## src/rtl/kernel_conv_sequencer.sv

```systemverilog
// kernel_conv_sequencer: steps one SIZExSIZE window through the kernel accumulator and captures its scaled sum
module kernel_conv_sequencer #(
    parameter logic [3:0] SIZE = 4'd3
) (
    input  logic       clk,
    input  logic       rst,
    input  logic       go,
    input  logic       abort,
    input  logic       acc_ready,
    input  logic       acc_clear_flag,
    input  logic [7:0] acc_sum,
    output logic       acc_clear,
    output logic       acc_start,
    output logic [3:0] cur_x,
    output logic [3:0] cur_y,
    output logic       busy,
    output logic       done,
    output logic [7:0] result,
    output logic       err
);
    typedef enum logic [2:0] {IDLE, CLR, CLR_WAIT, ISSUE, HOLD, DRAIN, DONE} state_t;
    state_t state, state_n;
    logic last, first, x_end;
    assign x_end = cur_x == SIZE - 4'd1;
    assign last  = x_end && cur_y == SIZE - 4'd1;
    assign first = cur_x == 4'd0 && cur_y == 4'd0;
    always_ff @(posedge clk or posedge rst) begin
        if (rst) state <= IDLE;
        else     state <= state_n;
    end
    always_comb begin
        state_n = state;
        case (state)
            IDLE:     state_n = go ? CLR : IDLE;
            CLR:      state_n = CLR_WAIT;
            CLR_WAIT: state_n = acc_clear_flag ? ISSUE : CLR_WAIT;
            ISSUE:    state_n = HOLD;
            HOLD:     state_n = last ? DRAIN : ISSUE;
            DRAIN:    state_n = DONE;
            DONE:     state_n = IDLE;
            default:  state_n = IDLE;
        endcase
        if (abort) state_n = IDLE;
    end
    always_comb begin
        acc_clear = state == CLR;
        acc_start = state == ISSUE;
        busy      = state != IDLE;
        done      = state == DONE;
    end
    always_ff @(posedge clk or posedge rst) begin
        if (rst) begin
            cur_x  <= 4'd0;
            cur_y  <= 4'd0;
            result <= 8'd0;
            err    <= 1'b0;
        end else begin
            if (abort || state == DONE) begin
                cur_x <= 4'd0;
                cur_y <= 4'd0;
            end else if (state == IDLE && go) begin
                cur_x <= 4'd0;
                cur_y <= 4'd0;
                err   <= 1'b0;
            end else if (state == HOLD) begin
                cur_x <= x_end ? 4'd0 : cur_x + 4'd1;
                cur_y <= x_end ? cur_y + 4'd1 : cur_y;
            end
            if (((state == ISSUE && !first) || state == DRAIN) && !acc_ready) err <= 1'b1;
            if (state == DRAIN && !abort) result <= acc_sum;
        end
    end
endmodule

```

## config.mk

```make
export PLATFORM = sky130hd
export DESIGN_NAME = kernel_conv_sequencer
export DESIGN_NICKNAME = d
export VERILOG_FILES = /design/src/rtl/kernel_conv_sequencer.sv
export SDC_FILE = /design/constraint.sdc
export NUM_CORES = 1
export LEC_CHECK = 0
export BUFFER_PORTS_ARGS = -buffer_cell sky130_fd_sc_hd__buf_4
export CAP_MARGIN = 5
export CELL_PAD_IN_SITES_DETAIL_PLACEMENT = 1
export CELL_PAD_IN_SITES_GLOBAL_PLACEMENT = 1
export CORE_MARGIN = 1.5
export CORE_UTILIZATION = 25
export DETAILED_ROUTE_END_ITERATION = 8
export PLACE_DENSITY = 0.69
export RECOVER_POWER = 100
export SKIP_CTS_REPAIR_TIMING = 1
export SYNTH_ARGS = -nofsm -noshare
export SYNTH_HDL_FRONTEND = slang
export SYNTH_SLANG_ARGS = --single-unit
```

## constraint.sdc

```tcl
create_clock -name clk -period 1.6 [get_ports clk]
set_input_delay 0.08 -clock clk [delete_from_list [all_inputs] [get_ports clk]]
set_output_delay 0.08 -clock clk [all_outputs]
set_load 0.01 [all_outputs]
```

=== After elaboration in Yosys (flattened, before gate mapping) ===
Cells that the tools add are included.

* Register bits after elaboration: 20
* Latch bits: 0
* RAM bits: 0
* Memory bits (read-only): 0
* Input bits: 14
* Output and inout bits: 21
* Memories kept: 0

* $add $sub $neg: 2
* $mul: 0
* Divide/modulo/power cells: 0
* $lt $le $gt $ge: 0
* Equal/unequal tests: 9
* Shift-type cells: 0
* Muxes and demuxes: 16
* Bitwise gates (word level): 0
* Reductions and logical operators: 20

{| class="wikitable"
|+ Operator list
! cell !! count
|-
| $mux 4 || 8
|-
| $pmux 3 s6 || 1
|-
| $eq 3x3->1 const B || 3
|-
| $reduce_bool 3->1 || 3
|-
| $add 4x1->4 const B || 2
|-
| $eq 4x2->1 const B || 2
|-
| $logic_not 4->1 || 2
|-
| $eq 3x2->1 const B || 2
|-
| $logic_and 1x1->1 || 6
|-
| $mux 3 || 2
|-
| $mux 1 || 5
|-
| $reduce_and 2->1 || 2
|-
| $eq 3x1->1 const B || 1
|-
| $logic_not 1->1 || 3
|-
| $logic_not 3->1 || 1
|-
| $logic_or 1x1->1 || 2
|-
| $ne 2x1->1 const B || 1
|-
| $reduce_bool 2->1 || 1
|}

=== Logic depth before layout (Yosys ltp) ===
Gate-level depths: netlist (run 1).

* Word-level depth: 8
* Depth in mapped cells: 5
* Gate-level depth less buffers: 5

=== Worst setup path before layout (run 1) ===
OpenSTA, ideal clock, no wires.

* Path kind: register -> register
* Start point: reg state[1]
* End point: reg result[0]
* Setup time: 125 ps
* Data arrival time: 1,446 ps
* Required time: 1,475 ps
* Path slack: 30 ps
* Stages on the path, launching flop included: 5
* Buffers on the path: 1
* Clock period less this slack: 1,570 ps
* Cell sequence: dfrtp_1 > buf_2 > nor2b_4 > nor3b_2 > mux2_2

* Cells in the longest elaborated chain, start to end: 2

{| class="wikitable"
|+ RTL lines
! element !! RTL line !! RTL
|-
| from (decl) || 22 || <nowiki>state_t state, state_n;</nowiki>
|-
| from (signal assigned) || 29 || <nowiki>else state <= state_n;</nowiki>
|-
| $eq 3x3->1 || 70 || <nowiki>if (state == DRAIN && !abort) result <= acc_sum;</nowiki>
|-
| $logic_and 1x1->1 || 70 ||
|-
| to (signal assigned) || 70 ||
|-
| to (decl) || 18 || <nowiki>output logic [7:0] result,</nowiki>
|}

No other way between the ends.
A chain may end at the register's enable or synchronous reset.

=== Worst setup path after layout (run 1) ===
* Start point: reg state[1]
* End point: reg result[2]

The elaborated chain is that of the path after synthesis.

==> results of run 1 <==
==> worst max-delay path: cells and delay by family (launching register included) <==
family	cells	cell delay (ns)
simple gates	2	0.29
buf+inv	1	0.24
mux	1	0.36
flops	1	0.49
==> worst max-delay path by stage <==
| stage | to | slack, ns | from |
|---|---|---|---|
| 2_1_floorplan | result[0] | 0.03 | state[1] |
| 4_1_cts | acc_start | -0.04 | state[1] |
| 3_3_place_gp | state[1] | 0.10 | cur_x[3] |
| 3_5_place_dp | state[1] | 0.03 | cur_x[3] |
| 6_report | result[2] | 0.09 | state[1] |
| 5_1_grt | acc_start | 0.02 | state[2] |
==> placed cells by master (no fill, tap or decap), types with 4 or more instances in the layout <==
cell	Yosys	routed
inv_1	5	5
dfrtp_1	20	18
nand2_1	5	5
mux2_2	8	8
clkbuf_1	2	18
buf_4	0	22
nor2_1	8	7
o21ai_0	8	8
nand3_1	4	4
a21oi_1	6	6
==> metrics by stage <==
stage	cell area [um2]	hold slack (ns)	total power, W	utilization (%)
6_report	1420	0.0525	0.00105	35.2
5_1_grt	1420	0.0454	0.00110	35.2
4_1_cts	1470	-0.138	0.00108	36.6
3_5_place_dp	1430	0.144	0.000746	35.5
3_3_place_gp	1430	0.128	0.000738	35.5
2_1_floorplan	1060	0.0438	0.000648	-
==> layer usage <==
| layer | up-vias | GRT usage (%) | wire length, um |
|---|---|---|---|
| met5 | - | 0 | 0 |
| met4 | 0 | 3.00 | 24 |
| met3 | 2 | 1.81 | 101 |
| met2 | 20 | 23.3 | 1530 |
| met1 | 479 | 15.1 | 1150 |
| li1 | 443 | - | - |
==> kinds of logic (layout without fill, tap and decap cells) <==
kind of cell,Yosys count,in the layout
compound gates,21,21
fa+ha+maj,3,3
mux,8,8
simple gates,38,38
flops,20,20
xor+xnor,1,1
buf+inv,9,53
==> flip-flops by register name, indices dropped and copies added (netlist names) <==
signal,count
cur_x,4
cur_y,4
result,8
err,1
state,3
==> cell type report <==
class / count / area, um2 / area share, %
inverters: 5 / 18.8 / 1.32
repair buffers: 45 / 265 / 18.7
flip-flops and latches: 20 / 503 / 35.5
multi-input cells: 71 / 527 / 37.2
clock buffers: 3 / 41.3 / 2.91
well taps: 50 / 62.6 / 4.41
==> power groups by stage <==
stage	Sequential [W]	Clock, W	Combinational (W)
after global placement	0.000559	0	0.000180
after CTS	0.000553	0.000341	0.000185
after detailed placement	0.000562	0	0.000184
after global routing	0.000557	0.000364	0.000183
final	0.000553	0.000327	0.000168
after floorplan	0.000557	0	0.0000917
==> summary.txt, run 1 <==
status: finished, final reports clean
Cell Int Power: 0.000776 W
DR vias/cell: 4.87
hold-critical path depth: 2
area share of fa/ha/maj cells after synthesis: 3.55%
Synth area leaders: dfrtp_1, mux2_2, o21ai_0
Fillers: 497
io pins: 35
Setup WS pre-CTS: 0.0328 ns
Avg Inst Size Synth: 10.6 um2
clk slew on worst S/H paths: 0.07 ns
first drt pass iteration count: 3
slew margin rel.: 64.4%
IO Port Bufs: 34
WP data arrival: 1.65 ns
Via Count: 944
Ant. Diodes: 0
reg2reg path depth: 4
CTS Buffer Depth: 2
first-pass GRT wire length: 4.41 mm
Residual DRC: 0
Rows: 23
CP Launch Type: flip-flop
largest net degree at the start of global routing: 21
sw power: 0.000272 W
Critical Path End Type: flip-flop
number of global-route vias before repair: 957
Cells after Synth: 100
Die H: 68.0 um
slowest cell on the critical path: dfrtp_2
asr flop ratio synth: 100%
f_max: 664 MHz
Combinational Power Share: 16.0%
total clock sinks: 20
syn nets: 117
register area share after synthesis: 47.4%
EDFF count, synth: 0
effective utilization at floorplan: 26.2%
PD cells: 740 mW/mm2
HP Start: acc_sum[1]
worst reg2reg path startpoint: state[1]
gr usage total: 12.5%
placed cell count: 190
fin nets: 163
remaining global-route overflow: 0
Detailed Route WL: 2.80 mm
Die ar.: 0.00462 mm2
initial antenna violation count: 0
Post-Layout Cell Count: 194
share of the synthesized area in the top cell type: 47.4%
fin worst setup slack: 0.0949 ns
Clock power frac: 31.2%
R2R Path End: result[2]
Avg WL per Cell: 14.4 um
setup TNS: 0 ns
largest family of logic cells by synthesized area: simple AND/OR/NAND/NOR gates
top_reg_cell synth: dfrtp_1
multiplexer area fraction after synthesis: 8.53%
Reg power frac: 52.8%
# setup viols final: 0
fraction of layout cells with a size suffix above 1: 34.7%
dominant cell type by area after synthesis: dfrtp_1
CTS tree: yes
cell-by-cell trace of the critical path: nor2b_4 -> nor3b_2 -> clkbuf_2 -> mux2_2
Routed Antenna Nets: 0
Synth Warn #: 0
Post-synth top cells: dfrtp_1, mux2_2, nor2_1, o21ai_0, a21oi_1
VDD IR max: 0.382 mV
1st-iter DRT viols: 16
Netlist cell types: 33
Max Cap Viol: 0
Slew Limit Fails: 0
H-tree level count: 1
Num CTS Buffers: 3
Synth Area in Compound Gates: 12.7%
final worst path period share: 94.1%
Hold WC Path Type: in -> reg
FF+latch count, synth: 20
Simple-Gate Fraction of Synth Area: 23.6%
RD Place Congestion: 0.790
Worst EP required: 1.74 ns
root buf cell: clkbuf_8
skew final: 0.00216 ns
minimum clock period: 1.51 ns
worst setup path class: reg -> reg
worst-skew pair later-pin latency: 0.25 ns
Worst-Margin Slew: 0.534 ns
CP max FO: 9
critical path's largest stage delay: 0.49 ns
Post-Syn Area: 0.00106 mm2
leak pwr: 0.650 nW
FF-to-FF setup slack: 0.09 ns
HPWL after DPL: 2.21 mm
Post-Synth XOR/XNOR Area: 0.829%
final hold viol count: 0
CORE AREA: 0.00403 mm2
P&R area growth vs syn: 34.2%
die width: 68.0 um
Sw Ratio: 26.0%
most instantiated library cell after synthesis: dfrtp_1
RSZ-0062 raised after global routing: false
hold endpoint: result[1]
Power figures use the tool's default switching activity.
==> inputs of run 2 (changes only) <==
ABC_AREA = 1   (was unset)
PLACE_DENSITY = 0.71   (was 0.69)
SETUP_SLACK_MARGIN = 0.02   (was unset)
==> run 2 against run 1 <==
  * Flip-flop and latch count is the same
  * Total power is 16% higher
  * Clock skew grew 0.0028 ns
  * Utilization down 1.9 points
  * Setup slack improved by 0.12 ns
==> summary.txt, run 2 <==
status: finished, final reports clean (unchanged)
area of the multi-input gates: 527 um2 (unchanged)
CP max FO: 8 (was 9)
Post-Layout Cell Count: 234 (was 194)
Worst-Margin Slew: 0.520 ns (was 0.534 ns)
remaining global-route overflow: 0 (unchanged)
effective utilization at floorplan: 26.1% (was 26.2%)
FF+latch area: 500 um2 (was 503 um2)
placed cell count: 229 (was 190)
CTS tree: yes (unchanged)
Largest regs: result x8, cur_x x4, cur_y x4 (unchanged)
Residual DRC: 0 (unchanged)
slew margin rel.: 65.3% (was 64.4%)
Die ar.: 0.00497 mm2 (was 0.00462 mm2)
Die H: 70.5 um (was 68.0 um)
syn nets: 162 (was 117)
Clock power frac: 41.5% (was 31.2%)
number of global-route vias before repair: 1020 (was 957)
minimum clock period: 1.39 ns (was 1.51 ns)
first-pass GRT wire length: 4.73 mm (was 4.41 mm)
# setup viols final: 0 (unchanged)
first drt pass iteration count: 4 (was 3)
setup TNS: 0 ns (unchanged)
1st-iter DRT viols: 30 (was 16)
Reg power frac: 44.9% (was 52.8%)
Critical Path End Type: flip-flop (unchanged)
worst setup path class: reg -> reg (unchanged)
CORE AREA: 0.00435 mm2 (was 0.00403 mm2)
Routed Antenna Nets: 0 (unchanged)
RD Place Congestion: 0.833 (was 0.790)
clk slew on worst S/H paths: 0.08 ns (was 0.07 ns)
top_reg_cell synth: dfrtp_1 (unchanged)
io pins: 35 (unchanged)
Fillers: 546 (was 497)
total clock sinks: 20 (unchanged)
gr usage total: 12.0% (was 12.5%)
Ant. Diodes: 0 (unchanged)
Cells after Synth: 145 (was 100)
final hold viol count: 0 (unchanged)
Synth Warn #: 0 (unchanged)
die width: 70.5 um (was 68.0 um)
WP data arrival: 1.59 ns (was 1.65 ns)
CTS Buffer Depth: 2 (unchanged)
Via Count: 1066 (was 944)
Cell Int Power: 0.000923 W (was 0.000776 W)
root buf cell: clkbuf_8 (unchanged)
skew final: 0.00496 ns (was 0.00216 ns)
PD cells: 837 mW/mm2 (was 740 mW/mm2)
initial antenna violation count: 0 (unchanged)
Rows: 24 (was 23)
Worst EP required: 1.80 ns (was 1.74 ns)
IO Port Bufs: 34 (unchanged)
Detailed Route WL: 2.77 mm (was 2.80 mm)
f_max: 721 MHz (was 664 MHz)
most instantiated library cell after synthesis: nand2_1 (was dfrtp_1)
Num CTS Buffers: 3 (unchanged)
P&R area growth vs syn: 27.3% (was 34.2%)
fraction of layout cells with a size suffix above 1: 17.6% (was 34.7%)
Synth area leaders: dfrtp_1, nand2_1, inv_1 (was dfrtp_1, mux2_2, o21ai_0)
Max Cap Viol: 0 (unchanged)
Combinational Power Share: 13.5% (was 16.0%)
Hold WC Path Type: in -> reg (unchanged)
Post-Syn Area: 0.00114 mm2 (was 0.00106 mm2)
CP Launch Type: flip-flop (unchanged)
EDFF count, synth: 0 (unchanged)
max reg flops: 8 (unchanged)
FF+latch count, synth: 20 (unchanged)
Sw Ratio: 23.8% (was 26.0%)
RSZ-0062 raised after global routing: false (unchanged)
Avg WL per Cell: 11.8 um (was 14.4 um)
DR vias/cell: 4.56 (was 4.87)
register area share after synthesis: 44.0% (was 47.4%)
leak pwr: 0.757 nW (was 0.650 nW)
Avg Inst Size Synth: 7.85 um2 (was 10.6 um2)
VDD IR max: 0.426 mV (was 0.382 mV)
Slew Limit Fails: 0 (unchanged)
dominant cell type by area after synthesis: dfrtp_1 (unchanged)
most frequent cells in the layout: nand2_1, inv_1, dfrtp_1 (was buf_4, dfrtp_1, clkbuf_1)
asr flop ratio synth: 100% (unchanged)
sw power: 0.000289 W (was 0.000272 W)
Netlist cell types: 24 (was 33)
Top reg by flops: result (unchanged)
largest net degree at the start of global routing: 21 (unchanged)
most common cell after layout, fill and taps aside: nand2_1 (was buf_4)
share of the synthesized area in the top cell type: 44.0% (was 47.4%)
worst-skew pair later-pin latency: 0.26 ns (was 0.25 ns)
H-tree level count: 1 (unchanged)
Post-synth top cells: nand2_1, dfrtp_1, inv_1 (was dfrtp_1, mux2_2, nor2_1, o21ai_0, a21oi_1)
fin nets: 200 (was 163)
HPWL after DPL: 2.20 mm (was 2.21 mm)
final worst path period share: 86.7% (was 94.1%)
==> run 2: cell count changes after synthesis, sizes merged, moves of 6 or more <==
cell / previous run / this run
inv: 5 / 23
nand2: 5 / 38
mux2: 8 / 0
o21ai: 8 / 14
nor2: 8 / 15
nand3: 4 / 12
==> run 2: per-layer routing <==
metal | GRT usage, % | vias up | wire (um)
li1 | - | 538 | -
met1 | 15.0 | 495 | 1290
met2 | 19.8 | 28 | 1280
met3 | 4.18 | 5 | 173
met4 | 3.21 | 0 | 25
met5 | 0 | - | 0
==> run 2: worst paths after layout <==
check / slack (ns) / depth (start not counted) / to / from
max in group asynchronous: 0.76 / 4 / cur_x[1] / rst
setup / recovery: 0.21 / 7 / cur_y[3] / state[0]
min in group asynchronous: 0.48 / 4 / result[2] / rst
hold reg to reg: 0.50 / 2 / result[2] / result[2]
hold / removal: 0.02 / 2 / state[2] / abort
setup reg to reg: 0.21 / 7 / cur_y[3] / state[0]
==> run 2: per-stage QoR <==
stage          hold WS (ns)  setup slack (ns)  instance area (um2)  total power [W]  utilization, %
2_1_floorplan        0.0438             0.361                 1140         0.000656               -
3_3_place_gp          0.135             0.245                 1450         0.000737            33.3
3_5_place_dp          0.140             0.227                 1450         0.000741            33.3
4_1_cts              -0.153             0.216                 1520          0.00125            34.9
5_1_grt              0.0185            0.0534                 1450          0.00128            33.3
6_report             0.0174             0.213                 1450          0.00121            33.3
==> run 2: power groups by stage <==
stage	clock [W]	combinational (W)	sequential, W
2_1_floorplan	0	0.000105	0.000551
3_3_place_gp	0	0.000181	0.000556
3_5_place_dp	0	0.000185	0.000556
4_1_cts	0.000520	0.000186	0.000546
5_1_grt	0.000549	0.000186	0.000549
6_report	0.000504	0.000164	0.000545
==> run 2: worst max-delay path, stage by stage, from the launching register on <==
cell,delay [ns]
dfrtp_1,0.51
nor2_4,0.16
nand2_1,0.08
nor2_1,0.26
nor2_2,0.10
o21ai_2,0.08
nand2_1,0.07
nand2_1,0.06
==> run 2: area by class of cell <==
type                            instances  share of cell area (%)
Sequential cell                        20                    34.5
Tap cell                               52                    4.49
Clock buffer                            3                    2.85
Multi-Input combinational cell         99                    36.4
Inverter                               23                    5.96
Clock inverter                          1                    2.07
Timing Repair Buffer                   36                    13.7
==> run 2: logic make-up after synthesis <==
| logic type | synth area share (%) |
|---|---|
| adders and majority gates | 3.30 |
| AOI/OAI and AO/OA | 9.23 |
| and+or+nand+nor | 32.1 |
| DFF | 44.0 |
| buffers and inverters | 9.12 |
| xor gates and xnor gates | 2.31 |
==> inputs of run 3 (changes only) <==
PLACE_DENSITY = 0.69   (was 0.71)
SLEW_MARGIN = 15   (was unset)
clock period = 1.7 ns   (was 1.6 ns; I/O delays follow)
==> run 3 against run 2 <==
  * Setup slack improved by 0.045 ns
  * Die area did not move
  * Cell count did not move
  * Combinational power fell by 5%
==> summary.txt, run 3 (same netlist as run 2, synthesis figures left out) <==
io pins: 35 (unchanged)
setup TNS: 0 ns (unchanged)
Die ar.: 0.00497 mm2 (unchanged)
Ant. Diodes: 0 (unchanged)
most frequent cells in the layout: nand2_1, inv_1, dfrtp_1 (unchanged)
Critical Path End Type: flip-flop (unchanged)
Rows: 24 (unchanged)
sw power: 0.000283 W (was 0.000289 W)
Combinational Power Share: 13.6% (was 13.5%)
Clock power frac: 42.0% (was 41.5%)
Worst-Margin Slew: 0.518 ns (was 0.520 ns)
CP Launch Type: flip-flop (unchanged)
Cell Int Power: 0.000869 W (was 0.000923 W)
placed cell count: 229 (unchanged)
max reg flops: 8 (unchanged)
Top reg by flops: result (unchanged)
fraction of layout cells with a size suffix above 1: 17.6% (unchanged)
most common cell after layout, fill and taps aside: nand2_1 (unchanged)
first drt pass iteration count: 4 (unchanged)
Slew Limit Fails: 0 (unchanged)
root buf cell: clkbuf_8 (unchanged)
# setup viols final: 0 (unchanged)
CORE AREA: 0.00435 mm2 (unchanged)
RSZ-0062 raised after global routing: false (unchanged)
IO Port Bufs: 34 (unchanged)
Routed Antenna Nets: 0 (unchanged)
CTS Buffer Depth: 2 (unchanged)
CP max FO: 8 (unchanged)
DR vias/cell: 4.49 (was 4.56)
effective utilization at floorplan: 26.1% (unchanged)
Num CTS Buffers: 3 (unchanged)
cell-by-cell trace of the critical path: nor2_4 -> nand2_1 -> nor2_1 -> nor2_2 -> o21ai_2 -> nand2_1 -> nand2_1 (unchanged)
cell mode on critical path: nand2_1 (unchanged)
critical path's largest stage delay: 0.52 ns (was 0.51 ns)
minimum clock period: 1.44 ns (was 1.39 ns)
largest net degree at the start of global routing: 21 (unchanged)
PD cells: 795 mW/mm2 (was 837 mW/mm2)
leak pwr: 0.757 nW (unchanged)
worst-skew pair later-pin latency: 0.26 ns (about the same)
VDD IR max: 0.491 mV (was 0.426 mV)
H-tree level count: 1 (unchanged)
HPWL after DPL: 2.28 mm (was 2.20 mm)
Max Cap Viol: 0 (unchanged)
first-pass GRT wire length: 5.11 mm (was 4.73 mm)
initial antenna violation count: 0 (unchanged)
hold_ws: 0.0205 ns (was 0.0174 ns)
WP data arrival: 1.65 ns (was 1.59 ns)
gr usage total: 13.0% (was 12.0%)
RD Place Congestion: 0.830 (was 0.833)
clk slew on worst S/H paths: 0.08 ns (about the same)
die width: 70.5 um (unchanged)
remaining global-route overflow: 0 (unchanged)
Avg WL per Cell: 12.3 um (was 11.8 um)
Detailed Route WL: 2.88 mm (was 2.77 mm)
Die H: 70.5 um (unchanged)
slew margin rel.: 65.5% (was 65.3%)
skew final: 0.00267 ns (was 0.00496 ns)
number of global-route vias before repair: 1132 (was 1020)
total clock sinks: 20 (unchanged)
fin nets: 200 (unchanged)
final hold viol count: 0 (unchanged)
Residual DRC: 0 (unchanged)
Reg power frac: 44.5% (was 44.9%)
Worst EP required: 1.91 ns (was 1.80 ns)
status: finished, final reports clean (unchanged)
Via Count: 1051 (was 1066)
Post-Layout Cell Count: 234 (unchanged)
f_max: 694 MHz (was 721 MHz)
final worst path period share: 84.8% (was 86.7%)
P&R area growth vs syn: 27.3% (unchanged)
CTS tree: yes (unchanged)
Largest regs: result x8, cur_x x4, cur_y x4 (unchanged)
Hold WC Path Type: in -> reg (unchanged)
Sw Ratio: 24.5% (was 23.8%)
worst setup path class: reg -> reg (unchanged)
1st-iter DRT viols: 31 (was 30)
slowest cell on the critical path: dfrtp_1 (unchanged)
[run 3: per-stage QoR]
step | cell area [um2] | setup slack [ns] | util, % | total power, W
finish | 1450 | 0.258 | 33.3 | 0.00115
floorplan | 1140 | 0.461 | - | 0.000617
CTS | 1520 | 0.320 | 34.9 | 0.00119
global placement | 1450 | 0.310 | 33.3 | 0.000696
global route | 1450 | 0.0970 | 33.3 | 0.00122
detailed placement | 1450 | 0.333 | 33.3 | 0.000700
[run 3: metal layers]
| metal | GRT usage (%) | wire length (um) |
|---|---|---|
| met4 | 3.21 | 25 |
| met1 | 15.9 | 1270 |
| met2 | 21.5 | 1380 |
| met5 | 0 | 0 |
| met3 | 4.76 | 207 |
[run 3: area by class of cell]
class	count	area, um2
clock buffers	3	41.3
clock inverters	1	30.0
fillers	557	2910
inverters	23	86.3
multi-input cells	99	527
flip-flops and latches	20	500
well taps	52	65.1
repair buffers	36	199
[run 3: path summary, 6_finish.rpt]
kind                       slack [ns]       from  cells after the start        end
max in group asynchronous        0.85        rst                      4   cur_x[0]
hold / removal                   0.02      abort                      2   state[2]
hold reg to reg                  0.49  result[1]                      2  result[1]
setup / recovery                 0.26   state[0]                      7   cur_y[2]
setup reg to reg                 0.26   state[0]                      7   cur_y[2]
min in group asynchronous        0.50        rst                      4  result[1]
[run 3: critical path: cells and delay by family, from the launching register on]
family	cells	cell delay, ns
DFF	1	0.52
AOI/OAI and AO/OA	1	0.09
and+or+nand+nor	6	0.76
[run 3: power groups by stage]
stage	clock network (W)	logic [W]	registers (W)
6_report	0.000483	0.000156	0.000512
5_1_grt	0.000521	0.000179	0.000515
4_1_cts	0.000499	0.000178	0.000513
3_5_place_dp	0	0.000178	0.000523
3_3_place_gp	0	0.000173	0.000523
2_1_floorplan	0	0.0000984	0.000519
